**config.mk**
```make
export PLATFORM = sky130hd
export DESIGN_NAME = cke_period_meter_flat
export DESIGN_NICKNAME = d
export VERILOG_FILES = /design/src/rtl/cke_period_meter_if.sv /design/src/rtl/cke_period_meter.sv /design/src/flat_wrapper.sv
export SDC_FILE = /design/constraint.sdc
export NUM_CORES = 1
export LEC_CHECK = 0
export BUFFER_PORTS_ARGS = -buffer_cell sky130_fd_sc_hd__buf_2
export CAP_MARGIN = 20
export CORE_MARGIN = 4
export CORE_UTILIZATION = 53
export DETAILED_ROUTE_END_ITERATION = 8
export MAX_ROUTING_LAYER = met4
export PLACE_DENSITY = 0.76
export RECOVER_POWER = 100
export SYNTH_ARGS = -nofsm -noshare
export SYNTH_HDL_FRONTEND = slang
export SYNTH_SLANG_ARGS = --single-unit
```
**constraint.sdc**
```tcl
create_clock -name clk -period 3.1 [get_ports clk]
set_clock_uncertainty 0.05 [all_clocks]
set_input_delay 0.155 -clock clk [delete_from_list [all_inputs] [get_ports clk]]
set_output_delay 0.155 -clock clk [all_outputs]
set_load 0.02 [all_outputs]
```
**src/rtl/cke_period_meter_if.sv**
```systemverilog
// Signal bundle between a measured pulse/enable source and cke_period_meter.
// The slave modport is the meter. The master modport is the side that drives sig/en and reads results.
interface cke_period_meter_if #(
  parameter int MAX_T = 50000000
);
  localparam int W = $clog2(MAX_T + 1);

  logic         sig;
  logic         en;
  logic [W-1:0] period;
  logic [W-1:0] high;
  logic         valid;
  logic         timeout;

  modport master (
    output sig,
    output en,
    input  period,
    input  high,
    input  valid,
    input  timeout
  );

  modport slave (
    input  sig,
    input  en,
    output period,
    output high,
    output valid,
    output timeout
  );
endinterface

```
**src/rtl/cke_period_meter.sv**
```systemverilog
// Measures period and high time (in clk cycles) of a possibly asynchronous pulse stream.
// It also flags a source that produces no rising edge within MAX_T cycles.
module cke_period_meter #(
  parameter int MAX_T       = 50000000,
  parameter int SYNC_STAGES = 2
) (
  input  logic              clk,
  input  logic              rst,
  cke_period_meter_if.slave bus
);
  localparam int W = $clog2(MAX_T + 1);
  localparam logic [W-1:0] MAX_V  = W'(MAX_T);
  localparam logic [W-1:0] ONE_V  = {{(W-1){1'b0}}, 1'b1};
  localparam logic [W-1:0] ZERO_V = {W{1'b0}};

  typedef enum logic [1:0] {
    IDLE = 2'd0,
    ARM  = 2'd1,
    MEAS = 2'd2
  } state_t;

  logic [SYNC_STAGES-1:0] sync_r;
  logic                   prev_r;
  logic                   s_s;
  logic                   rise_s;

  state_t       state_r, state_n_s;
  logic [W-1:0] cnt_r, cnt_n_s;
  logic [W-1:0] hcnt_r, hcnt_n_s;
  logic [W-1:0] period_r, period_n_s;
  logic [W-1:0] high_r, high_n_s;
  logic         valid_r, valid_n_s;
  logic         timeout_r, timeout_n_s;

  // Counters stick at MAX_T rather than wrapping.
  function automatic logic [W-1:0] sat_inc(input logic [W-1:0] v);
    if (v >= MAX_V) begin
      sat_inc = MAX_V;
    end else begin
      sat_inc = v + ONE_V;
    end
  endfunction

  // Synchroniser chain and previous-sample flop for edge detection.
  always_ff @(posedge clk or posedge rst) begin
    if (rst) begin
      sync_r <= {SYNC_STAGES{1'b0}};
      prev_r <= 1'b0;
    end else begin
      sync_r <= {sync_r[SYNC_STAGES-2:0], bus.sig};
      prev_r <= s_s;
    end
  end

  assign s_s    = sync_r[SYNC_STAGES-1];
  assign rise_s = s_s & ~prev_r;

  // State, counters and result registers.
  always_ff @(posedge clk or posedge rst) begin
    if (rst) begin
      state_r   <= IDLE;
      cnt_r     <= ZERO_V;
      hcnt_r    <= ZERO_V;
      period_r  <= ZERO_V;
      high_r    <= ZERO_V;
      valid_r   <= 1'b0;
      timeout_r <= 1'b0;
    end else begin
      state_r   <= state_n_s;
      cnt_r     <= cnt_n_s;
      hcnt_r    <= hcnt_n_s;
      period_r  <= period_n_s;
      high_r    <= high_n_s;
      valid_r   <= valid_n_s;
      timeout_r <= timeout_n_s;
    end
  end

  // Next-state and next-result logic; en=0 overrides every state.
  always_comb begin
    state_n_s   = state_r;
    cnt_n_s     = cnt_r;
    hcnt_n_s    = hcnt_r;
    period_n_s  = period_r;
    high_n_s    = high_r;
    valid_n_s   = 1'b0;
    timeout_n_s = timeout_r;

    if (!bus.en) begin
      state_n_s   = IDLE;
      cnt_n_s     = ZERO_V;
      hcnt_n_s    = ZERO_V;
      timeout_n_s = 1'b0;
    end else begin
      case (state_r)
        IDLE: begin
          // cnt counts cycles spent waiting in ARM so a dead source still times out.
          state_n_s = ARM;
          cnt_n_s   = ONE_V;
          hcnt_n_s  = ZERO_V;
        end
        ARM: begin
          if (rise_s) begin
            state_n_s = MEAS;
            cnt_n_s   = ONE_V;
            hcnt_n_s  = ONE_V;
          end else begin
            cnt_n_s  = sat_inc(cnt_r);
            hcnt_n_s = ZERO_V;
            if (cnt_r == MAX_V) begin
              timeout_n_s = 1'b1;
            end else begin
              timeout_n_s = timeout_r;
            end
          end
        end
        MEAS: begin
          // A rise on the MAX_T cycle still counts as a valid period.
          if (rise_s) begin
            period_n_s  = cnt_r;
            high_n_s    = hcnt_r;
            valid_n_s   = 1'b1;
            timeout_n_s = 1'b0;
            cnt_n_s     = ONE_V;
            hcnt_n_s    = ONE_V;
          end else if (cnt_r == MAX_V) begin
            timeout_n_s = 1'b1;
            state_n_s   = ARM;
            cnt_n_s     = ONE_V;
            hcnt_n_s    = ZERO_V;
          end else begin
            cnt_n_s = sat_inc(cnt_r);
            if (s_s) begin
              hcnt_n_s = sat_inc(hcnt_r);
            end else begin
              hcnt_n_s = hcnt_r;
            end
          end
        end
        default: begin
          state_n_s = IDLE;
          cnt_n_s   = ZERO_V;
          hcnt_n_s  = ZERO_V;
        end
      endcase
    end
  end

  assign bus.period  = period_r;
  assign bus.high    = high_r;
  assign bus.valid   = valid_r;
  assign bus.timeout = timeout_r;
endmodule

```
**src/flat_wrapper.sv**
```systemverilog
// flat-port wrapper written by rule: the top's interface ports become plain ports
module cke_period_meter_flat 
#(
  parameter int MAX_T       = 50000000,
  parameter int SYNC_STAGES = 2
)
  (clk, rst, bus_sig, bus_en, bus_period, bus_high, bus_valid, bus_timeout);
  cke_period_meter_if #(.MAX_T(MAX_T)) bus_i ();
  input  logic clk;
  input  logic rst;
  input wire logic [$bits(bus_i.sig)-1:0] bus_sig;
  input wire logic [$bits(bus_i.en)-1:0] bus_en;
  output wire logic [$bits(bus_i.period)-1:0] bus_period;
  output wire logic [$bits(bus_i.high)-1:0] bus_high;
  output wire logic [$bits(bus_i.valid)-1:0] bus_valid;
  output wire logic [$bits(bus_i.timeout)-1:0] bus_timeout;
  assign bus_i.sig = bus_sig;
  assign bus_i.en = bus_en;
  assign bus_period = bus_i.period;
  assign bus_high = bus_i.high;
  assign bus_valid = bus_i.valid;
  assign bus_timeout = bus_i.timeout;
  cke_period_meter #(.MAX_T(MAX_T), .SYNC_STAGES(SYNC_STAGES)) u_core (.clk(clk), .rst(rst), .bus(bus_i));
endmodule
```
==> flow_summary.ini, run 1 <==
[run_status]
run_status = complete, no violations

[global_routing]
grt_pass1_vias = 3814
grt_use_total = 0.2061
antenna_found_initial = 0
grt_pass1_wl_um = 18600
grt_max_degree = 59
grt_overflow_total = 0

[timing]
setup_tns_ns = 0
slew_headroom = 0.08497
rsz0062_at_grt = no
final-setup-viol-count = 0
slew_violations = 0
worst-slew-pin-transition_ns = 1.373
finalCriticalPeriod_ns = 2.846
hold_viol_final = 0
fmax_mhz = 351.4
fin_crit_sh = 0.9179

[critical_path]
crit_fanout = 12
reg2regPathDepth = 8
arrival_ns = 3.05
endpoint_kind = register
path_class = register to register
r2r_end = u_core.cnt_r[25]
rr_startpoint = u_core.cnt_r[0]
ff2ff_setup_slack_ns = 0.25
cp.required_ns = 3.30
start_kind = register

[clock_tree]
cts_root_buf = clkbuf_8
ctsLongestPathBuffers = 2
cts-htree-levels = 3
cts_tree = yes
cts.sinks = 111
clk_latency_ns = 0.38
holdBufCountCts = 2
post_cts_buffers = 0
cts_buffers = 9
cts_resized = 0
path_clk_slew_ns = 0.10

[yosys]
synth_cell_types = 51
synthArstFlopShare = 1.000
ys_warn_count = 0
seq_area_frac_synth = 0.5259
yosysMostFrequentCell = dfrtp_1
synthFlopType = dfrtp_1
synth_compound_area_frac = 0.1291
synth_edf_count = 0
synth.cell_area_um2 = 5281
synth.area.top_cells = dfrtp_1 (53%), mux2_2 (9.2%), nand2_1 (2.5%)
postSynthCellCount = 485
syn_nets = 498
yosys.area_share.simple = 0.1594
synth_top_family_by_area = simple AND/OR/NAND/NOR gates
muxShareOfSynthArea = 0.09168
netlist.area_leader.share = 0.5259
postSynthAreaPerCell_um2 = 10.89
synthTopCellsByCount = dfrtp_1 (111), mux2_2 (43), nand2_1 (35), nor2_1 (34), o21ai_0 (25)
synthAdderAreaFrac = 0.02132
synth_xor_area_frac = 0.03814
ys_ff_latch = 111
synth_top_area_cell = dfrtp_1

[placement]
gp_routability_congestion = 0.8586
dp_cells = 660
hpwlAfterDp_um = 7501
numPortBuffers = 57

[hold_path]
hold_depth = 3
min_from = bus_en
whs_endpoint = u_core.bus.timeout
min_path_type = primary input to register

[floorplanning]
dieArea_um2 = 11630
die_w_um = 107.8
num_rows = 36
initial_core_util = 0.5428
die_h_um = 107.8
io_pins = 58
core_um2 = 9729

[finish]
areaGrowthSynthToFinish_pct = 10.57
final_cells = 678
final_layout_size_suffix_gt1_frac = 0.1358
final_net_count = 553
antenna_cells = 0

[pwr]
ir_drop_mv = 0.2480
cellPowerDensity_nw_per_um2 = 504.0
cellLeakagePower_nw = 2.645

[run]
cap_violations = 0

[detailed_routing]
wl_um = 10960
wl_per_cell_um = 16.16
drc = 0
dr.first_iter.drc_count = 327
firstDrtPassIters = 5
vias_per_cell = 5.794
num_vias = 3928
ant_nets = 0
-- routing by layer --
metal	wire length, um	vias to the layer above	track usage
li1	-	1854	-
met1	4991	1914	0.2834
met2	5119	142	0.3073
met3	636	18	0.02879
met4	211	0	0.09107
met5	0	-	-
-- worst max-delay path by stage --
stage | startpoint | endpoint | slack [ns] | cells after the start
2_1_floorplan | u_core.cnt_r[0] | u_core.hcnt_r[11] | 0.53 | 10
3_3_place_gp | u_core.cnt_r[0] | u_core.cnt_r[25] | 0.36 | 8
3_5_place_dp | u_core.cnt_r[0] | u_core.cnt_r[25] | 0.25 | 8
4_1_cts | u_core.cnt_r[0] | u_core.cnt_r[25] | 0.23 | 8
5_1_grt | rst | u_core.hcnt_r[6] | 0.07 | 4
6_report | u_core.cnt_r[0] | u_core.cnt_r[25] | 0.25 | 8
-- registers in the layout, summed over array words and instances (netlist names) --
signal,cells
u_core.sync_r,2
u_core.bus.valid,1
u_core.bus.period,26
u_core.cnt_r,26
u_core.hcnt_r,26
u_core.state_r,2
u_core.bus.timeout,1
u_core.prev_r,1
u_core.bus.high,26
-- area by class of cell --
class | count | area, um^2
Clock buffer | 10 | 127.6
Clock inverter | 6 | 108.9
Fill cell | 826 | 3890
Inverter | 15 | 57.56
Multi-Input combinational cell | 336 | 2317
Sequential cell | 111 | 2778
Tap cell | 133 | 166.4
Timing Repair Buffer | 67 | 284.0
-- cell usage in the layout (no fill, tap or decap), types with 7 or more instances in the layout --
cell and n:
a21o_1 15, a21oi_1 19, a22o_1 11, and3_1 7, clkbuf_1 56, clkbuf_8 9
dfrtp_1 111, ha_1 9, inv_1 14, mux2_2 43, nand2_1 35, nand3_1 19
nand4_1 13, nor2_1 34, nor3_1 13, o21ai_0 32, o31ai_1 7, xnor2_1 14
xor2_1 9
-- metrics by stage --
stage / instance area [um^2] / power [mW] / utilization / hold WS (ns) / setup slack, ns
floorplan: 5285 / 1.878 / - / 0.1364 / 0.5276
global placement: 5689 / 1.942 / 0.5847 / 0.2047 / 0.3637
detailed placement: 5689 / 1.962 / 0.5847 / 0.2144 / 0.2494
CTS: 5946 / 2.974 / 0.6111 / 0.02943 / 0.2305
global route: 5839 / 3.074 / 0.6002 / 0.03938 / 0.06743
finish: 5839 / 2.943 / 0.6002 / 0.04393 / 0.2544
-- logic make-up (layout without fill, tap and decap cells) --
| logic type | after synthesis | count (layout) |
|---|---|---|
| AOI/OAI and AO/OA | 103 | 103 |
| xor gates and xnor gates | 23 | 23 |
| adders and majority gates | 9 | 9 |
| buffers and inverters | 38 | 98 |
| DFF | 111 | 111 |
| muxes | 43 | 43 |
| and+or+nand+nor | 158 | 158 |
-- where the power goes --
group          internal, mW  total [mW]  switching, mW
registers              1.48        1.52         0.0339
logic                 0.141       0.417          0.276
clock network         0.536        1.01          0.474
-- worst max-delay path, cell delays in order, from the launching register on --
cell and delay (ns):
dfrtp_1 0.42, inv_1 0.11, ha_1 0.14, or4b_1 0.41
or4b_1 0.58, or2_1 0.36, a21o_1 0.21, nand2_1 0.34
nor2_1 0.10
Power figures use the tool's default switching activity.
==> run 2, diff against run 1 <==
--- a/config.mk
+++ b/config.mk
@@ -8,10 +8,10 @@
 export BUFFER_PORTS_ARGS = -buffer_cell sky130_fd_sc_hd__buf_2
 export CAP_MARGIN = 20
 export CORE_MARGIN = 4
-export CORE_UTILIZATION = 53
+export CORE_UTILIZATION = 59
 export DETAILED_ROUTE_END_ITERATION = 8
 export MAX_ROUTING_LAYER = met4
-export PLACE_DENSITY = 0.76
+export PLACE_DENSITY = 0.8
 export RECOVER_POWER = 100
 export SYNTH_ARGS = -nofsm -noshare
 export SYNTH_HDL_FRONTEND = slang
==> constraint.sdc (replaced) <==
create_clock -name clk -period 3.2 [get_ports clk]
set_clock_uncertainty 0.05 [all_clocks]
set_input_delay 0.16 -clock clk [delete_from_list [all_inputs] [get_ports clk]]
set_output_delay 0.16 -clock clk [all_outputs]
set_load 0.02 [all_outputs]
==> flow_summary.ini, run 2 (synthesized netlist as in run 1, its figures left out) <==
[run_status]
run_status = complete, but fails checks
violations = max-capacitance violations, max-slew violations

[critical_path]
path_buf_inv = 1
crit_path_cell_trace = inv_1 > ha_1 > or4b_1 > or4b_1 > or2_1 > nand4_1 > nor2_1 > o22a_1
cp.required_ns = 3.42
slowest_stage = or4b_1
path_class = register to register
arrival_ns = 3.13
crit_fanout = 10
endpoint_kind = register
slowest_delay_ns = 0.58
critPathTopFamily = simple AND/OR/NAND/NOR gates
crit_top_cell = or4b_1
start_kind = register

[finish]
regArea_um2 = 2778
antenna_cells = 0
final_layout_size_suffix_gt1_frac = 0.1308
areaGrowthSynthToFinish_pct = 10.04
fillers = 678
final_area_um2 = 5812
final_cells = 651
multi_input_area_um2 = 2316
final_cell_mix = dfrtp_1 (111), clkbuf_1 (55), mux2_2 (43)
final_net_count = 551
final_common_cell = dfrtp_1

[clock_tree]
cts-htree-levels = 3
cts.sinks = 111
cts_root_buf = clkbuf_8
ctsLongestPathBuffers = 2
cts_buffers = 9
cts_resized = 0
clk_latency_ns = 0.38
path_clk_slew_ns = 0.10
post_cts_buffers = 0
holdBufCountCts = 2
cts_tree = yes

[timing]
slew_violations = 58
finalCriticalPeriod_ns = 2.912
worst-slew-pin-transition_ns = 2.160
slew_headroom = -0.4415
hold_viol_final = 0
rsz0062_at_grt = no
final-setup-viol-count = 0
worst_slack_ns = 0.2875
setup_tns_ns = 0
fin_crit_sh = 0.9101
whs_ns = 0.05029
fmax_mhz = 343.4

[pwr]
cellPowerDensity_nw_per_um2 = 487.7
ir_drop_mv = 0.3286
p_clk_frac = 0.342
power_frac_comb = 0.140
p_sw_frac = 0.2714
power.switching_mw = 0.7693
intPower_mw = 2.065
cellLeakagePower_nw = 2.648
p_seq_frac = 0.518

[floorplanning]
io_pins = 58
core_um2 = 8721
die_w_um = 102.6
initial_core_util = 0.6056
num_rows = 34
die_h_um = 102.6
dieArea_um2 = 10530

[detailed_routing]
vias_per_cell = 5.985
drc = 0
firstDrtPassIters = 4
wl_um = 10770
dr.first_iter.drc_count = 215
wl_per_cell_um = 16.54
num_vias = 3896
ant_nets = 0

[global_routing]
grt_pass1_wl_um = 18240
antenna_found_initial = 0
grt_use_total = 0.2217
grt_pass1_vias = 3796
grt_overflow_total = 0
grt_max_degree = 59

[placement]
place_ws_ns = 0.3611
gp_routability_congestion = 0.8302
dpl_cell_area_um2 = 5642
dp_cells = 633
numPortBuffers = 57
hpwlAfterDp_um = 7440

[hold_path]
min_path_type = primary input to register

[run]
cap_violations = 1
-- run 2: cell types whose count changed in the layout (fill, tap and decap cells not counted), moves of 2 or more --
cell / delta
o21ai_0: -2
inv_6: +2
clkinv_2: -2
clkbuf_8: +2
clkbuf_2: -3
o21ai_1: +2
-- run 2: area by class of cell --
type                            instances  share of cell area
Clock buffer                           11             0.02605
Inverter                               15            0.009688
Tap cell                              108             0.02325
Timing Repair Buffer                   65             0.04973
Sequential cell                       111              0.4779
Multi-Input combinational cell        336              0.3985
Clock inverter                          5             0.01485
-- run 2: path summary, 6_finish.rpt --
check	start	to	slack, ns	cells past startpoint
max in group asynchronous	rst	u_core.state_r[1]	0.86	3
setup reg to reg	u_core.cnt_r[0]	u_core.hcnt_r[18]	0.29	8
setup / recovery	u_core.cnt_r[0]	u_core.hcnt_r[18]	0.29	8
min in group asynchronous	rst	u_core.bus.high[4]	1.00	3
hold / removal	bus_en	u_core.bus.timeout	0.05	3
hold reg to reg	u_core.sync_r[0]	u_core.sync_r[1]	0.32	0
-- run 2: power groups by stage --
stage / Combinational (mW) / Clock (mW) / Sequential [mW]
6_report: 0.397 / 0.969 / 1.47
5_1_grt: 0.446 / 1.04 / 1.47
4_1_cts: 0.407 / 0.984 / 1.47
3_5_place_dp: 0.404 / 0 / 1.50
3_3_place_gp: 0.391 / 0 / 1.49
2_1_floorplan: 0.318 / 0 / 1.50
-- run 2: per-layer routing --
metal  wire length (um)  vias to the layer above  GRT usage
met5                  0                        -          -
met4                236                        0    0.07972
met3                541                       23    0.03383
met2               4942                      104     0.3282
met1               5046                     1914     0.3124
li1                   -                     1855          -
-- run 2: worst min-delay path: stages --
cell	delay (ns)
buf_2	0.15
o21ai_0	0.09
a21oi_1	0.04
-- run 2: per-stage QoR --
step	util	total power [mW]
after floorplan	-	1.819
after global placement	0.6469	1.883
after detailed placement	0.6469	1.900
after CTS	0.6765	2.860
after global routing	0.6664	2.958
final	0.6664	2.834
==> run 3, diff against run 2 <==
--- a/config.mk
+++ b/config.mk
@@ -7,11 +7,13 @@
 export LEC_CHECK = 0
 export BUFFER_PORTS_ARGS = -buffer_cell sky130_fd_sc_hd__buf_2
 export CAP_MARGIN = 20
+export CELL_PAD_IN_SITES_DETAIL_PLACEMENT = 1
+export CELL_PAD_IN_SITES_GLOBAL_PLACEMENT = 1
 export CORE_MARGIN = 4
-export CORE_UTILIZATION = 59
+export CORE_UTILIZATION = 46
 export DETAILED_ROUTE_END_ITERATION = 8
 export MAX_ROUTING_LAYER = met4
-export PLACE_DENSITY = 0.8
+export PLACE_DENSITY = 0.79
 export RECOVER_POWER = 100
 export SYNTH_ARGS = -nofsm -noshare
 export SYNTH_HDL_FRONTEND = slang
==> flow_summary.ini, run 3 (synthesized netlist as in run 1, its figures left out) <==
[floorplanning]
io_pins = 58
num_rows = 38
dieArea_um2 = 13260
die_h_um = 115.2
core_um2 = 11030
die_w_um = 115.2
initial_core_util = 0.4788

[finish]
final_net_count = 552
final_layout_size_suffix_gt1_frac = 0.1273
fillers = 1239
final_cell_mix = dfrtp_1 (111), clkbuf_1 (57), mux2_2 (43)
final_util = 0.5340
regArea_um2 = 2778
multi_input_area_um2 = 2322
areaGrowthSynthToFinish_pct = 11.54
final_area_um2 = 5891
final_cells = 682
antenna_cells = 0
final_common_cell = dfrtp_1

[clock_tree]
path_clk_slew_ns = 0.07
cts.sinks = 111
clk_latency_ns = 0.34
cts_tree = yes
cts_buffers = 9
cts_root_buf = clkbuf_16
ctsLongestPathBuffers = 2
cts-htree-levels = 3
cts_resized = 0
holdBufCountCts = 2
post_cts_buffers = 0

[global_routing]
grt_pass1_vias = 4322
grt_max_degree = 58
antenna_found_initial = 0
grt_use_total = 0.2177
grt_pass1_wl_um = 22400
grt_overflow_total = 0

[critical_path]
critPathTopFamily = simple AND/OR/NAND/NOR gates
cp.required_ns = 3.38
endpoint_kind = register
path_class = register to register
slowest_delay_ns = 0.58
rr_startpoint = u_core.cnt_r[0]
crit_top_cell = or4b_1
start_kind = register
startpoint = u_core.cnt_r[0]
path_buf_inv = 2
arrival_ns = 3.16
crit_fanout = 20
slowest_stage = or4b_1
crit_path_cell_trace = inv_1 > ha_1 > or4b_1 > or4b_1 > nor2b_1 > nor2_1 > clkbuf_2 > a21o_1 > a22o_1

[timing]
fin_crit_sh = 0.9306
slew_headroom = -0.4333
worst-slew-pin-transition_ns = 2.148
rsz0062_at_grt = no
finalCriticalPeriod_ns = 2.978
setup_tns_ns = 0
whs_ns = 0.1082
final-setup-viol-count = 0
fmax_mhz = 335.8
hold_viol_final = 0
worst_slack_ns = 0.2220
slew_violations = 57

[detailed_routing]
ant_nets = 0
firstDrtPassIters = 4
vias_per_cell = 5.903
wl_um = 12920
num_vias = 4026
drc = 0
dr.first_iter.drc_count = 279
wl_per_cell_um = 18.94

[hold_path]
min_from = bus_en
min_path_type = primary input to register

[pwr]
cellPowerDensity_nw_per_um2 = 496.2
power_mw = 2.923
ir_drop_mv = 0.2604
cellLeakagePower_nw = 2.664

[placement]
numPortBuffers = 57
hpwlAfterDp_um = 9180
place_ws_ns = 0.3355
dpl_cell_area_um2 = 5689
gp_routability_congestion = 0.8369
dp_cells = 666

[run_status]
violations = max-capacitance violations, max-slew violations
run_status = complete, but fails checks

[run]
cap_violations = 1
## run 3: worst reg2reg max path: stages (launching register included)
cell	delay [ns]
dfrtp_1	0.42
inv_1	0.11
ha_1	0.14
or4b_1	0.41
or4b_1	0.58
nor2b_1	0.32
nor2_1	0.07
clkbuf_2	0.32
a21o_1	0.27
a22o_1	0.19
## run 3: where the power goes
group	internal, mW	switching [mW]	leakage (nW)
combinational	0.141	0.280	0.992
clock	0.562	0.470	0.132
sequential	1.44	0.0340	1.54
## run 3: per-layer routing
metal | track usage | up-vias | routed length, um | part of all wire
li1 | - | 1854 | - | -
met1 | 0.2843 | 2067 | 5763 | 0.45
met2 | 0.3538 | 86 | 6507 | 0.50
met3 | 0.02895 | 19 | 454 | 0.035
met4 | 0.06964 | 0 | 191 | 0.015
met5 | - | - | 0 | 0
## run 3: area by class of cell
cell class / count / share of cell area
Timing Repair Buffer: 66 / 0.04992
Sequential cell: 111 / 0.4715
Clock inverter: 1 / 0.0008496
Multi-Input combinational cell: 336 / 0.3942
Inverter: 15 / 0.009558
Clock buffer: 13 / 0.04418
Tap cell: 140 / 0.02974
## run 3: final timing paths
path                                         endpoint  slack (ns)  depth (start not counted)
worst max-delay path                u_core.hcnt_r[15]        0.22                          9
worst min-delay path               u_core.bus.timeout        0.11                          3
worst max register to register      u_core.hcnt_r[15]        0.22                          9
worst min register to register       u_core.sync_r[1]        0.31                          0
max in group asynchronous             u_core.cnt_r[4]        0.83                          3
min in group asynchronous       u_core.bus.period[22]        1.03                          3
